==> src/rtl/y86_pkg.sv <==
// Shared constants and types for the Y86-64 pipeline control logic.
// Also holds the control-bundle helpers used by y86_hazard_unit.
package y86_pkg;

    localparam logic [3:0] IHALT   = 4'h0;
    localparam logic [3:0] INOP    = 4'h1;
    localparam logic [3:0] IMRMOVQ = 4'h5;
    localparam logic [3:0] IJXX    = 4'h7;
    localparam logic [3:0] IRET    = 4'h9;
    localparam logic [3:0] IPOPQ   = 4'hB;

    // One-hot status codes
    localparam logic [3:0] SAOK = 4'b1000;
    localparam logic [3:0] SHLT = 4'b0100;
    localparam logic [3:0] SADR = 4'b0010;
    localparam logic [3:0] SINS = 4'b0001;

    typedef enum logic [1:0] {
        ST_RUN   = 2'd0,
        ST_MWAIT = 2'd1,
        ST_DRAIN = 2'd2,
        ST_HALT  = 2'd3
    } haz_state_t;

    typedef struct packed {
        logic f_stall;
        logic d_stall;
        logic e_stall;
        logic m_stall;
        logic w_stall;
        logic d_bubble;
        logic e_bubble;
        logic m_bubble;
        logic w_bubble;
        logic setcc;
    } haz_ctrl_t;

    // Normal-flow controls from the three hazard terms (setcc left at 0)
    function automatic haz_ctrl_t run_ctrl(input logic load_use, input logic ret_pend,
                                           input logic mispred);
        haz_ctrl_t c;
        c          = '0;
        c.f_stall  = load_use | ret_pend;
        c.d_stall  = load_use;
        c.e_bubble = mispred | load_use;
        c.d_bubble = mispred | (ret_pend & ~load_use);
        return c;
    endfunction

    // Freeze F..M and push a bubble into W while data memory is busy
    function automatic haz_ctrl_t wait_ctrl();
        haz_ctrl_t c;
        c          = '0;
        c.f_stall  = 1'b1;
        c.d_stall  = 1'b1;
        c.e_stall  = 1'b1;
        c.m_stall  = 1'b1;
        c.w_bubble = 1'b1;
        return c;
    endfunction

endpackage

==> src/rtl/y86_hazard_detect.sv <==
// Combinational hazard terms: load/use, pending ret, and branch mispredict.
module y86_hazard_detect
    import y86_pkg::*;
#(
    parameter int               REG_W  = 4,
    parameter logic [REG_W-1:0] NO_REG = '1
) (
    input  logic [3:0]       D_icode,
    input  logic [3:0]       E_icode,
    input  logic [3:0]       M_icode,
    input  logic [REG_W-1:0] d_srcA,
    input  logic [REG_W-1:0] d_srcB,
    input  logic [REG_W-1:0] E_dstM,
    input  logic             e_Cnd,
    output logic             load_use,
    output logic             ret_pend,
    output logic             mispred
);

    // A load in E whose destination feeds a decode source; NO_REG never matches
    assign load_use = ((E_icode == IMRMOVQ) || (E_icode == IPOPQ)) &&
                      (E_dstM != NO_REG) &&
                      ((E_dstM == d_srcA) || (E_dstM == d_srcB));

    assign ret_pend = (D_icode == IRET) || (E_icode == IRET) || (M_icode == IRET);

    // Branches are predicted taken, so a not-taken jXX is a mispredict
    assign mispred  = (E_icode == IJXX) && !e_Cnd;

endmodule

==> src/rtl/y86_hazard_unit.sv <==
// Registered pipeline-control unit: stall/bubble/setcc generation with a
// data-memory wait handshake (timeout) and an exception drain/halt FSM.
// Optional hazard performance counters are built when HAZ_PERF_CNT_EN is defined.
module y86_hazard_unit
    import y86_pkg::*;
#(
    parameter int               REG_W       = 4,
    parameter logic [REG_W-1:0] NO_REG      = '1,
    parameter int               MEM_TIMEOUT = 16,
    parameter int               CNT_W       = 32
) (
    input  logic             clk,
    input  logic             reset_n,
    input  logic [3:0]       D_icode,
    input  logic [3:0]       E_icode,
    input  logic [3:0]       M_icode,
    input  logic [REG_W-1:0] d_srcA,
    input  logic [REG_W-1:0] d_srcB,
    input  logic [REG_W-1:0] E_dstM,
    input  logic             e_Cnd,
    input  logic [3:0]       m_stat,
    input  logic [3:0]       W_stat,
    input  logic             m_mem_req,
    input  logic             m_mem_ready,
    output logic             F_stall,
    output logic             D_stall,
    output logic             E_stall,
    output logic             M_stall,
    output logic             W_stall,
    output logic             D_bubble,
    output logic             E_bubble,
    output logic             M_bubble,
    output logic             W_bubble,
    output logic             setcc,
    output logic             halted,
    output logic             mem_timeout
`ifdef HAZ_PERF_CNT_EN
   ,output logic [CNT_W-1:0] cnt_loaduse,
    output logic [CNT_W-1:0] cnt_mispred,
    output logic [CNT_W-1:0] cnt_ret,
    output logic [CNT_W-1:0] cnt_memwait
`endif
);

    localparam int              WC_W    = (MEM_TIMEOUT > 2) ? $clog2(MEM_TIMEOUT) : 1;
    localparam logic [WC_W-1:0] WC_LAST = WC_W'(MEM_TIMEOUT - 1);

    haz_state_t      state_q, state_d;
    haz_ctrl_t       ctrl;
    logic [WC_W-1:0] wcnt_q;
    logic            load_use, ret_pend, mispred, mem_wait, timeout;
    logic            m_aok, w_aok;

    y86_hazard_detect #(.REG_W(REG_W), .NO_REG(NO_REG)) u_detect (
        .D_icode  (D_icode),
        .E_icode  (E_icode),
        .M_icode  (M_icode),
        .d_srcA   (d_srcA),
        .d_srcB   (d_srcB),
        .E_dstM   (E_dstM),
        .e_Cnd    (e_Cnd),
        .load_use (load_use),
        .ret_pend (ret_pend),
        .mispred  (mispred)
    );

    assign mem_wait = m_mem_req && !m_mem_ready;
    assign m_aok    = (m_stat == SAOK);
    assign w_aok    = (W_stat == SAOK);
    // Ready on the last allowed cycle still wins over the timeout
    assign timeout  = (MEM_TIMEOUT != 0) && (state_q == ST_MWAIT) && !m_mem_ready &&
                      (wcnt_q == WC_LAST);

    // Next-state and control outputs from current state and inputs
    always_comb begin
        ctrl    = '0;
        state_d = state_q;
        case (state_q)
            ST_RUN: begin
                if (mem_wait)    ctrl = wait_ctrl();
                else if (!m_aok) ctrl.m_bubble = 1'b1;
                else             ctrl = run_ctrl(load_use, ret_pend, mispred);
                ctrl.setcc = !mem_wait && (E_icode != IHALT) && m_aok && w_aok;
                // A retiring exception beats a concurrent memory wait
                if (!w_aok)        state_d = ST_HALT;
                else if (mem_wait) state_d = ST_MWAIT;
                else if (!m_aok)   state_d = ST_DRAIN;
            end
            ST_MWAIT: begin
                if (!m_mem_ready) ctrl = wait_ctrl();
                else if (!m_aok)  ctrl.m_bubble = 1'b1;
                else              ctrl = run_ctrl(load_use, ret_pend, mispred);
                if (m_mem_ready)  state_d = ST_RUN;
                else if (timeout) state_d = ST_HALT;
            end
            ST_DRAIN: begin
                ctrl.f_stall  = 1'b1;
                ctrl.d_stall  = 1'b1;
                ctrl.m_bubble = 1'b1;
                ctrl.w_stall  = !w_aok;
                if (!w_aok) state_d = ST_HALT;
            end
            ST_HALT: begin
                ctrl.f_stall = 1'b1;
                ctrl.d_stall = 1'b1;
                ctrl.e_stall = 1'b1;
                ctrl.m_stall = 1'b1;
                ctrl.w_stall = 1'b1;
            end
            default: state_d = ST_RUN;
        endcase
    end

    // State register, wait counter and sticky timeout flag
    always_ff @(posedge clk or negedge reset_n) begin
        if (!reset_n) begin
            state_q     <= ST_RUN;
            wcnt_q      <= '0;
            mem_timeout <= 1'b0;
        end else begin
            state_q <= state_d;
            if (state_q == ST_RUN && state_d == ST_MWAIT)
                wcnt_q <= '0;
            else if (state_q == ST_MWAIT && !m_mem_ready)
                wcnt_q <= wcnt_q + WC_W'(1);
            if (timeout)
                mem_timeout <= 1'b1;
        end
    end

    assign F_stall  = ctrl.f_stall;
    assign D_stall  = ctrl.d_stall;
    assign E_stall  = ctrl.e_stall;
    assign M_stall  = ctrl.m_stall;
    assign W_stall  = ctrl.w_stall;
    assign D_bubble = ctrl.d_bubble;
    assign E_bubble = ctrl.e_bubble;
    assign M_bubble = ctrl.m_bubble;
    assign W_bubble = ctrl.w_bubble;
    assign setcc    = ctrl.setcc;
    assign halted   = (state_q == ST_HALT);

`ifdef HAZ_PERF_CNT_EN
    logic [3:0]            cnt_inc;
    logic [3:0][CNT_W-1:0] cnt_q;

    assign cnt_inc = {mem_wait, ret_pend, mispred, load_use};

    // Saturating event counters, live only in RUN/MWAIT
    always_ff @(posedge clk or negedge reset_n) begin
        if (!reset_n) begin
            cnt_q <= '0;
        end else if (state_q == ST_RUN || state_q == ST_MWAIT) begin
            for (int i = 0; i < 4; i++)
                if (cnt_inc[i] && (cnt_q[i] != {CNT_W{1'b1}}))
                    cnt_q[i] <= cnt_q[i] + CNT_W'(1);
        end
    end

    assign cnt_loaduse = cnt_q[0];
    assign cnt_mispred = cnt_q[1];
    assign cnt_ret     = cnt_q[2];
    assign cnt_memwait = cnt_q[3];
`endif

endmodule

==> config.mk <==
export PLATFORM = sky130hd
export DESIGN_NAME = y86_hazard_unit
export DESIGN_NICKNAME = d
export VERILOG_FILES = /design/src/rtl/y86_pkg.sv /design/src/rtl/y86_hazard_detect.sv /design/src/rtl/y86_hazard_unit.sv
export SDC_FILE = /design/constraint.sdc
export NUM_CORES = 1
export LEC_CHECK = 0
export BUFFER_PORTS_ARGS = -buffer_cell sky130_fd_sc_hd__buf_2
export CELL_PAD_IN_SITES_DETAIL_PLACEMENT = 1
export CELL_PAD_IN_SITES_GLOBAL_PLACEMENT = 1
export CORE_ASPECT_RATIO = 2
export CORE_MARGIN = 3
export CORE_UTILIZATION = 24
export CTS_CLUSTER_SIZE = 8
export DETAILED_ROUTE_END_ITERATION = 16
export GPL_TIMING_DRIVEN = 0
export PLACE_DENSITY = 0.7
export REMOVE_ABC_BUFFERS = 1
export SLEW_MARGIN = 20
export SYNTH_ARGS = -nofsm -noshare
export SYNTH_HDL_FRONTEND = slang
export SYNTH_HIERARCHICAL = 1
export SYNTH_SLANG_ARGS = --single-unit
==> constraint.sdc <==
create_clock -name clk -period 1.3 [get_ports clk]
set_clock_uncertainty 0.05 [all_clocks]
set_input_delay 0.13 -clock clk [delete_from_list [all_inputs] [get_ports clk]]
set_output_delay 0.13 -clock clk [all_outputs]
set_load 0.02 [all_outputs]
==> metrics.md <==
| Metric | Value |
|---|---|
| Buffers on Ports | 48 |
| Yosys cell types | 38 |
| Hold WS | between 0.2 and 0.25 ns |
| Remaining antenna violation count after routing | 0 |
| Number of diodes | 0 |
| Dpl hpwl | 1870 um |
| Critical path peak fanout | 5 |
| Worst slew pin tran | 0.361 ns |
| Placer Congestion | ~0.76 |
| WL met1 | about 870 um |
| Cell Area, Synth | around 690 um^2 |
| Post-synth ARST share | 100% |
| Root cell of the clock tree | clkbuf_8 |
| EDFF count, synth | 0 |
| Register area share after synthesis | 25.5% |
| DR WL met3 | around 250 um |
| Leak | slightly below 0.7 nW |
| Layout cell share with drive strength beyond 1 | 72.6% |
| Drt first pass iters | 3 |
| Pins over their slew limit | 0 |
| Core area | approximately 0.0026 mm^2 |
| CTS Buf Count | 3 |
| Critical path class | in2out |
| Type of origin of the critical path | input pin |
| Run status | finished, violations left |
| Slew headroom | 75.8% |
| Fin crit share | 122% |
| Area Growth Syn to Fin | 114% |
| # rows | 26 |
| Cells after Synth | 80 |
| Vias | 901 |
| Final min period | roughly 1.6 ns |
| RSZ-0062 raised after global routing | yes |
| VDD IR-drop max | between 0.3 and 0.4 mV |
| Drt total wl | ~2800 um |
| Setup violations, final | 17 |
| Violated checks | setup timing |
| Yosys reg bits | 7 |
| Clock sinks | 7 |
| GRT Residual Overflow | 0 |
| Placed Area | about 940 um^2 |
| DR DRC count | 0 |
| Initial DRC Count | 9 |
| CTS tree | built |
| GR Util All Layers | 17.0% |
| Later-pin clock latency in the skew report | between 0.2 and 0.25 ns |
| Fmax | ~630 MHz |
| Setup WS post-layout | -0.289 ns |
| Die Area | roughly 0.0036 mm^2 |
| Final Power | slightly above 900 uW |
| Number of I/O pins | 49 |
| Worst setup EP type | output port |
| Final Hold Fails | 0 |
| Initial core utilization | 26.0% |
| H-tree depth | 1 |
| Worst-path clk slew | around 0.040 ns |
| Critical Path RT | 1.12 ns |
| Hold crit path type | in2async |
| Yosys warns | 6 |
| Most frequent cells in the layout | 28 x buf_2, 22 x buf_6, 13 x buf_4, 8 x xnor2_2 |
| Worst-case clock buffer depth | 2 |
| DR WL met2 | approximately 1600 um |
| First-pass GRT wire length | ~4600 um |
| Top sig layer | met4 |
| Layout Nets | roughly 190 |
| Average vias per placed instance | between 5 and 6 |
| Die width | 43.8 um |
| Worst EP arrival | around 1.4 ns |
| Filler cell count | 290 |
| Most common cell after layout, fill and taps aside | buf_2 |
| Largest net degree at the start of global routing | 8 |
| Avg Cell Area, Syn | around 8.6 um^2 |
| Cell Pwr Density | roughly 630 mW/mm^2 |
| Vias in the first global route | between 1000 and 1500 |
| Post-synth top flop | dfrtp_1 |
| Post-route design area | about 0.0015 mm^2 |
| WL per Instance | roughly 16 um |
| Die Ht | 81.6 um |
| Max-cap violations | 0 |
| Initial antenna violation count | 0 |
[worst max-delay path: stages]
cell and delay (ns):
buf_6 0.10, and3b_2 0.21, o211ai_1 0.11, a21oi_2 0.19, buf_4 0.16, nor2_4 0.04, nor4_4 0.29, buf_4 0.18
[worst paths after layout]
| kind | start | endpoint | slack (ns) | depth (start not counted) |
|---|---|---|---|---|
| setup / recovery | E_icode[2] | E_bubble | -0.29 | 8 |
| hold / removal | reset_n | wcnt_q[3]$_DFFE_PN0P_ | 0.21 | 2 |
| setup reg to reg | state_q[1]$_DFF_PN0_ | wcnt_q[3]$_DFFE_PN0P_ | -0.12 | 3 |
| hold reg to reg | mem_timeout$_DFFE_PN0P_ | mem_timeout$_DFFE_PN0P_ | 0.40 | 1 |
| max in group asynchronous | reset_n | state_q[1]$_DFF_PN0_ | 0.81 | 2 |
| min in group clk | m_mem_ready | wcnt_q[1]$_DFFE_PN0P_ | 0.26 | 4 |
[kinds of logic (layout without fill, tap and decap cells)]
kind of cell	after synthesis	after routing	synth area share [%]
AO/OA/AOI/OAI	17	17	15.5
adder cells (fa/ha/maj)	1	1	1.82
flip-flops	7	7	25.5
XOR/XNOR	10	10	12.8
buffers and inverters	6	72	4.20
AND/OR/NAND/NOR	39	39	40.1
[stage by stage]
step	setup WS, ns	utilization (%)	TNS [ns]	cells
2_1_floorplan	-0.561	-	-2.69	76
3_3_place_gp	-0.298	35.7	-2.17	152
3_5_place_dp	-0.346	35.7	-2.40	152
4_1_cts	-0.190	48.1	-1.42	169
5_1_grt	-0.373	55.7	-2.75	174
6_report	-0.289	55.7	-1.84	174
[cells in the mapped netlist, types with 2 or more instances]
cell type	number	area [um^2]
nor4bb_1	2	20.0
nor4_1	3	18.8
o21ai_0	4	20.0
nor3b_1	2	15.0
or3_1	2	12.5
xnor2_1	10	87.6
nor2b_1	2	12.5
nand2_1	2	7.51
nand4_1	3	18.8
a21oi_1	7	35.0
dfrtp_1	7	175
nand2b_1	2	12.5
nor2_1	8	30.0
inv_1	2	7.51
[state kept, by name, indices dropped and copies added, names as in the netlist]
register     flops
state_q          2
mem_timeout      1
wcnt_q           4
[power by group]
| part | internal (mW) | leakage, nW | switching (mW) |
|---|---|---|---|
| Sequential | 0.227 | 0.0867 | 0.0106 |
| Combinational | 0.212 | 0.578 | 0.155 |
| Clock | 0.213 | 0.0228 | 0.105 |
| Total | 0.652 | 0.687 | 0.271 |
[final cells by class]
type	instances	area (um^2)	area share [%]
clock buffer	4	45.0	3.07
inverter	2	7.51	0.512
multi-input combinational	67	677	46.1
sequential	7	178	12.1
tap	28	35.0	2.39
timing repair buffer	66	526	35.8
[timing repair]
item | CTS | global route
setup buffers | 12 | 5
gates resized for setup | 49 | 37
pin swaps | 24 | 23
hold endpoints to repair | 7 | 0
hold buffers | 1 | 0
endpoints found under the setup margin | 16 | 16
[per-layer routing]
metal	GRT usage [%]	up-vias
li1	-	427
met3	4.39	4
met1	15.2	420
met5	0	-
met4	5.44	0
met2	34.4	50
No activity file was read; power rests on OpenSTA's default activity.
